<file path="config.mk">
export PLATFORM = sky130hd
export DESIGN_NAME = barrel_shift_arbiter
export DESIGN_NICKNAME = d
export VERILOG_FILES = /design/src/rtl/barrel_shift_arbiter_pkg.sv /design/src/rtl/barrel_shifter.sv /design/src/rtl/barrel_shift_arbiter.sv
export SDC_FILE = /design/constraint.sdc
export NUM_CORES = 1
export LEC_CHECK = 0
export ABC_AREA = 1
export BUFFER_PORTS_ARGS = -buffer_cell sky130_fd_sc_hd__buf_2
export CORE_MARGIN = 2
export CORE_UTILIZATION = 55
export CTS_BUF_LIST = sky130_fd_sc_hd__clkbuf_4 sky130_fd_sc_hd__clkbuf_8
export DETAILED_ROUTE_END_ITERATION = 8
export HOLD_SLACK_MARGIN = 0.1
export PLACE_DENSITY = 0.85
export SLEW_MARGIN = 20
export SYNTH_ARGS = -nofsm -noshare
export SYNTH_HDL_FRONTEND = slang
export SYNTH_HIERARCHICAL = 1
export SYNTH_SLANG_ARGS = --single-unit
</file>
<file path="constraint.sdc">
create_clock -name clk -period 4.3 [get_ports clk]
set_input_delay 0.86 -clock clk [delete_from_list [all_inputs] [get_ports clk]]
set_output_delay 0.86 -clock clk [all_outputs]
set_load 0.05 [all_outputs]
</file>
<file path="src/rtl/barrel_shift_arbiter_pkg.sv">
// Shared definitions for the barrel_shift_arbiter slice: shift-op encoding,
// width helpers and flat-vector slice helpers.
package barrel_shift_arbiter_pkg;

    typedef enum logic [1:0] {
        OP_SHL = 2'd0,
        OP_SHR = 2'd1,
        OP_SRA = 2'd2
    } shift_op_e;

    function automatic int unsigned id_width(input int unsigned nreq);
        return (nreq <= 1) ? 1 : $clog2(nreq);
    endfunction

    // Bit offset of element idx in a flat vector of w-bit fields.
    function automatic int unsigned lsb_of(input int unsigned idx, input int unsigned w);
        return idx * w;
    endfunction

    // The arith flag only matters for right shifts.
    function automatic shift_op_e decode_op(input logic dir, input logic arith);
        if (!dir)
            return OP_SHL;
        else if (arith)
            return OP_SRA;
        else
            return OP_SHR;
    endfunction

endpackage

</file>
<file path="src/rtl/barrel_shifter.sv">
// Combinational N-bit barrel shifter: left, logical right or arithmetic right.
module barrel_shifter
    import barrel_shift_arbiter_pkg::*;
#(
    parameter int unsigned N = 16,
    parameter int unsigned M = $clog2(N)
) (
    input  logic [N-1:0] data,
    input  logic [M-1:0] shamt,
    input  shift_op_e    op,
    output logic [N-1:0] result
);

    always_comb begin
        result = data;
        unique case (op)
            OP_SHL:  result = data << shamt;
            OP_SHR:  result = data >> shamt;
            OP_SRA:  result = N'($signed(data) >>> shamt);
            default: result = data;
        endcase
    end

endmodule

</file>
<file path="src/rtl/barrel_shift_arbiter.sv">
// Round-robin arbiter sharing one barrel_shifter between NREQ valid/ready
// requesters, with a single-entry registered result stage.
module barrel_shift_arbiter
    import barrel_shift_arbiter_pkg::*;
#(
    parameter int unsigned N    = 16,
    parameter int unsigned M    = $clog2(N),
    parameter int unsigned NREQ = 4,
    parameter int unsigned ID_W = id_width(NREQ)
) (
    input  logic              clk,
    input  logic              rst_n,
    input  logic [NREQ-1:0]   req_valid,
    output logic [NREQ-1:0]   req_ready,
    input  logic [NREQ*N-1:0] req_data,
    input  logic [NREQ*M-1:0] req_shamt,
    input  logic [NREQ-1:0]   req_dir,
    input  logic [NREQ-1:0]   req_arith,
    output logic              out_valid,
    input  logic              out_ready,
    output logic [N-1:0]      out_data,
    output logic [ID_W-1:0]   out_id
);

    logic [ID_W-1:0] rr_ptr;
    logic [ID_W-1:0] gnt_idx;
    logic            gnt_any;
    logic            accept_en;
    logic            accept;
    logic [N-1:0]    sel_data;
    logic [M-1:0]    sel_shamt;
    shift_op_e       sel_op;
    logic [N-1:0]    shift_res;

    // Rotating-priority search starting at rr_ptr; first valid wins.
    always_comb begin
        gnt_idx = '0;
        gnt_any = 1'b0;
        for (int unsigned k = 0; k < NREQ; k++) begin
            int unsigned idx;
            idx = (int'(rr_ptr) + k) % NREQ;
            if (!gnt_any && req_valid[idx]) begin
                gnt_any = 1'b1;
                gnt_idx = ID_W'(idx);
            end
        end
    end

    assign accept_en = !out_valid || out_ready;
    assign accept    = gnt_any && accept_en && rst_n;

    always_comb begin
        req_ready = '0;
        if (accept)
            req_ready[gnt_idx] = 1'b1;
    end

    always_comb begin
        sel_data  = req_data[lsb_of(int'(gnt_idx), N) +: N];
        sel_shamt = req_shamt[lsb_of(int'(gnt_idx), M) +: M];
        sel_op    = decode_op(req_dir[gnt_idx], req_arith[gnt_idx]);
    end

    barrel_shifter #(.N(N), .M(M)) u_shifter (
        .data   (sel_data),
        .shamt  (sel_shamt),
        .op     (sel_op),
        .result (shift_res)
    );

    always_ff @(posedge clk or negedge rst_n) begin
        if (!rst_n) begin
            out_valid <= 1'b0;
            out_data  <= '0;
            out_id    <= '0;
            rr_ptr    <= '0;
        end else if (accept) begin
            out_valid <= 1'b1;
            out_data  <= shift_res;
            out_id    <= gnt_idx;
            rr_ptr    <= (gnt_idx == ID_W'(NREQ - 1)) ? '0 : gnt_idx + 1'b1;
        end else if (out_ready) begin
            out_valid <= 1'b0;
        end
    end

endmodule
</file>
# Word level (Yosys, flattened, before mapping)
# Index checks and enable logic that the tools add are counted.
[totals]
output_inout_bits = 23
wordCells = 64
regBits = 21
[op_classes]
n_addsub = 4
order_cmp = 6
mux = 29
shift = 5
reduce_logical = 13
n_eq_ne = 3
[op_table]
columns = ["cell", "count"]
rows = [
  ["$shiftx 64x7->16", 1],
  ["$pmux 16 s3", 1],
  ["$shiftx 16x5->4", 1],
  ["$shl 16x4->16", 1],
  ["$shr 16x4->16", 1],
  ["$sshr 16x4->16", 1],
  ["$lt 2x3->1 const B", 5],
  ["$mux 2", 7],
  ["$mux 1", 13],
  ["$bmux 1 s2", 6],
  ["$logic_and 1x1->1", 6],
  ["$add 2x1->2 const B", 2],
  ["$add 2x2->2 const B", 2],
  ["$eq 2x2->1 const B", 2],
  ["$logic_not 1->1", 4],
  ["$mux 4", 1],
  ["$demux 1 s2", 1],
  ["$eq 2x1->1 const B", 1],
  ["$ge 2x1->1 const B", 1],
  ["$logic_not 2->1", 1],
  ["$reduce_bool 2->1", 1],
  ["$logic_or 1x1->1", 1],
]

# Logic depth before layout (Yosys ltp)
[depth]
word_depth = 18
depth_mapped = 29
mapped_depth_nobuf = 28

# Hierarchy
# Netlist, hierarchy kept.
[modules_own_cells]
columns = ["mod", "seq_area_each_um2", "n_inst", "area_each_um2", "cells_per_inst"]
rows = [
  ["barrel_shift_arbiter", 525.5, 1, 2031.9, 340],
  ["barrel_shifter", 0.0, 1, 1709.1, 356],
]

# Worst setup path after synthesis
# No wires, ideal clock.
[synth_path]
path_type = "in2out"
start = "input port req_valid[1]"
end = "output port req_ready[3]"
n_path_buf = 1
required_ns = 3.440
arrival_time_ns = 2.580
setup_slack_ns = 0.860
path_stages = 13
cell_sequence = "inv_1 -> nand2_1 -> nand3_1 -> nand2_1 -> inv_1 -> nand3_1 -> nor2_1 -> nor2_2 -> inv_2 -> buf_2 -> ha_1 -> inv_1 -> nor2_1"
[synth_via]
elab_chain_len = 17
word_cells_on_any_way = 30
cone_classes = "2 x order compare; 19 x mux; 9 x reduce/logical"
[synth_rtl]
columns = ["item", "line_no", "text"]
rows = [
  ["start: declaration", "barrel_shift_arbiter.sv:13", "input logic [NREQ-1:0] req_valid,"],
  ["$bmux 1 s2", "barrel_shift_arbiter.sv:42", "if (!gnt_any && req_valid[idx]) begin"],
  ["$mux 1 (implied by the code)", "barrel_shift_arbiter.sv:42", ""],
  ["$mux 1", "barrel_shift_arbiter.sv:42", ""],
  ["$logic_not 1->1", "barrel_shift_arbiter.sv:42", ""],
  ["$logic_and 1x1->1", "barrel_shift_arbiter.sv:42", ""],
  ["$mux 1", "barrel_shift_arbiter.sv:42", ""],
  ["$logic_not 1->1", "barrel_shift_arbiter.sv:42", ""],
  ["$logic_and 1x1->1", "barrel_shift_arbiter.sv:42", ""],
  ["$mux 1", "barrel_shift_arbiter.sv:42", ""],
  ["$logic_not 1->1", "barrel_shift_arbiter.sv:42", ""],
  ["$logic_and 1x1->1", "barrel_shift_arbiter.sv:42", ""],
  ["$mux 2", "barrel_shift_arbiter.sv:42", ""],
  ["$lt 2x3->1 (implied by the code) / $ge 2x1->1 (equally long branches)", "barrel_shift_arbiter.sv:55", "req_ready[gnt_idx] = 1'b1;"],
  ["$logic_and 1x1->1 (implied by the code)", "barrel_shift_arbiter.sv:55", ""],
  ["$mux 1 (implied by the code)", "barrel_shift_arbiter.sv:55", ""],
  ["$demux 1 s2", "barrel_shift_arbiter.sv:55", ""],
  ["$mux 4 *", "barrel_shift_arbiter.sv:54", "if (accept)"],
  ["end: declaration", "barrel_shift_arbiter.sv:14", "output logic [NREQ-1:0] req_ready,"],
]
# Mark *: on every way between the ends. The rest lies on a longest branch, timed or not. The select of a mux whose other input is x is not followed.

# Final worst setup path
[layout_path]
start = "input port req_valid[1]"
end = "register out_data[3]"
[layout_via]
word_cells_on_any_way = 39
cone_classes = "2 x eq/ne; 5 x shift; 23 x mux; 9 x reduce/logical"
[layout_lines]
columns = ["item", "line_no", "text"]
rows = [
  ["$bmux 1 s2", "barrel_shift_arbiter.sv:42", ""],
  ["$mux 1 (implied by the code)", "barrel_shift_arbiter.sv:42", ""],
  ["$mux 1", "barrel_shift_arbiter.sv:42", ""],
  ["$logic_not 1->1", "barrel_shift_arbiter.sv:42", ""],
  ["$logic_and 1x1->1", "barrel_shift_arbiter.sv:42", ""],
  ["$mux 1", "barrel_shift_arbiter.sv:42", ""],
  ["$logic_not 1->1", "barrel_shift_arbiter.sv:42", ""],
  ["$logic_and 1x1->1", "barrel_shift_arbiter.sv:42", ""],
  ["$mux 1", "barrel_shift_arbiter.sv:42", ""],
  ["$logic_not 1->1", "barrel_shift_arbiter.sv:42", ""],
  ["$logic_and 1x1->1", "barrel_shift_arbiter.sv:42", ""],
  ["$mux 2 *", "barrel_shift_arbiter.sv:42", ""],
  ["$shiftx 16x5->4 *", "barrel_shift_arbiter.sv:60", "sel_shamt = req_shamt[lsb_of(int'(gnt_idx), M) +: M];"],
  ["named net sel_shamt[0]", "barrel_shift_arbiter.sv:31", "logic [M-1:0] sel_shamt;"],
  ["$sshr 16x4->16 (tied with other cells)", "barrel_shifter.sv:19", "OP_SRA: result = N'($signed(data) >>> shamt);"],
  ["$pmux 16 s3 *", "barrel_shifter.sv:16", "unique case (op)"],
  ["named net shift_res[3]", "barrel_shift_arbiter.sv:33", "logic [N-1:0] shift_res;"],
  ["end signal: assignment", "barrel_shift_arbiter.sv:79", "out_data <= shift_res;"],
  ["end: declaration", "barrel_shift_arbiter.sv:21", "output logic [N-1:0] out_data,"],
]
# Mark *: on every way through the listed nets, which the timed path passes. The rest lies on a longest branch. The select of a mux whose other input is x is not followed.
# A chain may end at the register's enable or synchronous reset.

==> impl_metrics.ini <==
[synth]
syn_nets = 792
synth_cell_types = 40
synth_area_mm2 = 0.00374
syn_area_per_cell_um2 = 5.38
syn_inst = 696
ys_seq_area_share_pct = 14.0
yosys_warnings = 6
ys_seq_elements = 21

[layout]
area_delta_synth_final_pct = 15.2
nets = 891
diodes = 0
layout-drive-gt1-share_pct = 25.9
stdcell_count = 874
final_common_cell = nand2_1
layout.cells.most_common_list = nand2_1 (320), buf_2 (117), nand3_1 (97)
fin_area_mm2 = 0.00431

[critical_path]
worst_r2r_path_depth = 24
crit_path_frequent_cell = nand2_1
crit_family = simple AND/OR/NAND/NOR gates
worst_setup_path_end_kind = register
critical_path.cell_chain = buf_2, inv_1, nand2_1, nand3_1, nand2_1, nor2_1, nand3_2, nand3_4, nor2_1, buf_4, nand2_1, o211ai_2, inv_6, nand2_1, nand3_1, nand3_1, nand2_1, nand2_1, nand2_1, nand2_1, a21oi_1, nand2_1, nand2_1
cp_max_fo = 22
arrival_ns = 4.07
worst-path-buf-inv = 4
critPathKind = in -> reg
required_ns = 4.49
cpPeakStageDelay_ns = 0.33
critPathLaunchType = input pin
reg2reg_to = out_data[3]$_DFFE_PN0P_
rrSetupSlack_ns = 0.43
cp_slowest_cell = o211ai_2
r2r-start = rr_ptr[0]$_DFFE_PN0P_

[placement]
placed_cell_area_mm2 = 0.00426
hpwl_um = 10700
io_buffer_count = 117
dpl.cell_count = 870
place_congestion = 1.08

[clock_tree]
cts-root-buf = clkbuf_8
cts_buffers = 3
insertion_delay_ns = 0.25
clk_pin_slew_ns = 0.07
cts_buffer_depth = 2
cts_tree = done
cts.sinks = 21
cts_resized = 0
htree_num_levels = 1
post_cts_buffers = 0
cts-hold-fix-buffers = 0

[die]
chipHeight_um = 86.5
rows = 30
pin_count = 118
start_util_pct = 56.0
dieArea_mm2 = 0.00748
coreArea_mm2 = 0.00668
die_x_um = 86.5

[routing]
dr.pass1.iters = 6
wl_per_cell_um = 15.1
drc_errors = 0
drt_iter0_drc = 412
ant_nets = 0
vias_per_cell = 5.71
drt_wl_total_um = 13200
vias = 4990

[sta]
fmax_mhz = 258
post-route-period-util_pct = 90.2
grt_setup_unrepaired = no
hold_viol = 0
slew-limit-headroom_pct = 46.7
worstMarginPinSlew_ns = 0.797
setup-tns-final_ns = 0
finalCriticalPeriod_ns = 3.88
maxSlewViolCount = 0
setup_viol = 0
skew_ns = 0.000488

[flow_run]
maxCapViolations = 0

[worst_hold_path]
hold_class = reg -> reg
holdPathStages = 2
min_to = out_data[14]$_DFFE_PN0P_
min_from = out_data[14]$_DFFE_PN0P_

[global_routing]
grt_usage_pct = 35.6
grt_pass1_wl_um = 21600
antenna_found_initial = 0
grt_pass1_vias = 4516
grt_max_degree = 34
overflow = 0

[status]
outcome = finished clean
==> worst max path at each step <==
stage	start	end	cells past startpoint
finish	req_valid[1]	out_data[3]$_DFFE_PN0P_	23
global route	rr_ptr[0]$_DFFE_PN0P_	out_data[11]$_DFFE_PN0P_	23
CTS	req_valid[1]	out_data[3]$_DFFE_PN0P_	23
detailed placement	req_valid[1]	out_data[3]$_DFFE_PN0P_	23
global placement	req_valid[1]	out_data[3]$_DFFE_PN0P_	23
floorplan	req_valid[1]	req_ready[3]	13
==> metal layers <==
layer  vias up  wire length (µm)  global-route usage (%)
met5         -                 0                       0
met4         0               344                    9.09
met3        37              1340                    3.33
met2       328              6170                    60.8
met1      2204              5370                    48.2
li1       2421                 -                       -
==> cells in the mapped netlist <==
master / number / share of area (%)
buf_6: 6 / 1.8
clkbuf_1: 1 / 0.10
inv_2: 15 / 1.5
nor2_8: 1 / 0.54
inv_1: 40 / 4.0
or2_2: 1 / 0.17
nor3_1: 1 / 0.13
nand4_1: 9 / 1.5
nand3_1: 97 / 13
o21ai_2: 1 / 0.23
buf_2: 20 / 2.7
nand2_4: 3 / 0.90
or2_0: 1 / 0.17
buf_8: 1 / 0.40
dfrtp_1: 21 / 14
a31oi_1: 3 / 0.50
o211ai_2: 14 / 4.7
clkbuf_8: 3 / 1.1
nand2_1: 320 / 32
or2_1: 1 / 0.17
a21boi_0: 1 / 0.20
nor2_4: 2 / 0.60
o21a_1: 1 / 0.20
nor2_1: 52 / 5.2
nand3_4: 1 / 0.47
o21ai_0: 8 / 1.1
inv_6: 2 / 0.47
o21bai_1: 1 / 0.20
ha_1: 1 / 0.33
nand3_2: 2 / 0.54
buf_4: 5 / 1.0
o211ai_1: 3 / 0.60
a21oi_1: 16 / 2.1
o22ai_2: 1 / 0.33
nand2_2: 15 / 2.5
nor3_2: 2 / 0.54
nor2_2: 8 / 1.3
o21ai_1: 12 / 1.6
clkbuf_4: 1 / 0.20
a21oi_2: 3 / 0.70
==> worst reg2reg max path: cells and delay by family (launching register included) <==
family | cells | cell delay [ns]
AOI/OAI and AO/OA | 2 | 0.54
buffers and inverters | 3 | 0.55
DFF | 1 | 0.62
and+or+nand+nor | 19 | 2.11
==> cells by family after synthesis <==
kind of cell	share of synthesized area [%]
AO/OA/AOI/OAI	12.5
adder cells (fa/ha/maj)	0.334
buffers and inverters	13.3
flip-flops	14.0
AND/OR/NAND/NOR	59.9
==> registers in the layout (all words and copies together), names as in the netlist <==
| signal | cells |
|---|---|
| out_valid | 1 |
| rr_ptr | 2 |
| out_id | 2 |
| out_data | 16 |
==> area by class of cell <==
| class | instances | area, µm² |
|---|---|---|
| multi-input combinational | 581 | 2720 |
| timing repair buffer | 131 | 691 |
| tap | 80 | 100 |
| fill | 680 | 2370 |
| inverter | 57 | 224 |
| clock buffer | 4 | 48.8 |
| sequential | 21 | 526 |
==> metrics by stage <==
step,hold WS (ns),setup slack (ns),utilization [%]
4_1_cts,0.471,0.511,64.5
3_3_place_gp,0.451,0.371,63.7
2_1_floorplan,0.564,0.860,-
5_1_grt,0.492,0.00382,64.5
6_report,0.469,0.421,64.5
3_5_place_dp,0.454,0.267,63.7
Power is left out: the tool's default activity adds up to more than one toggle a clock period on the data nets, which glitch-free logic cannot reach.
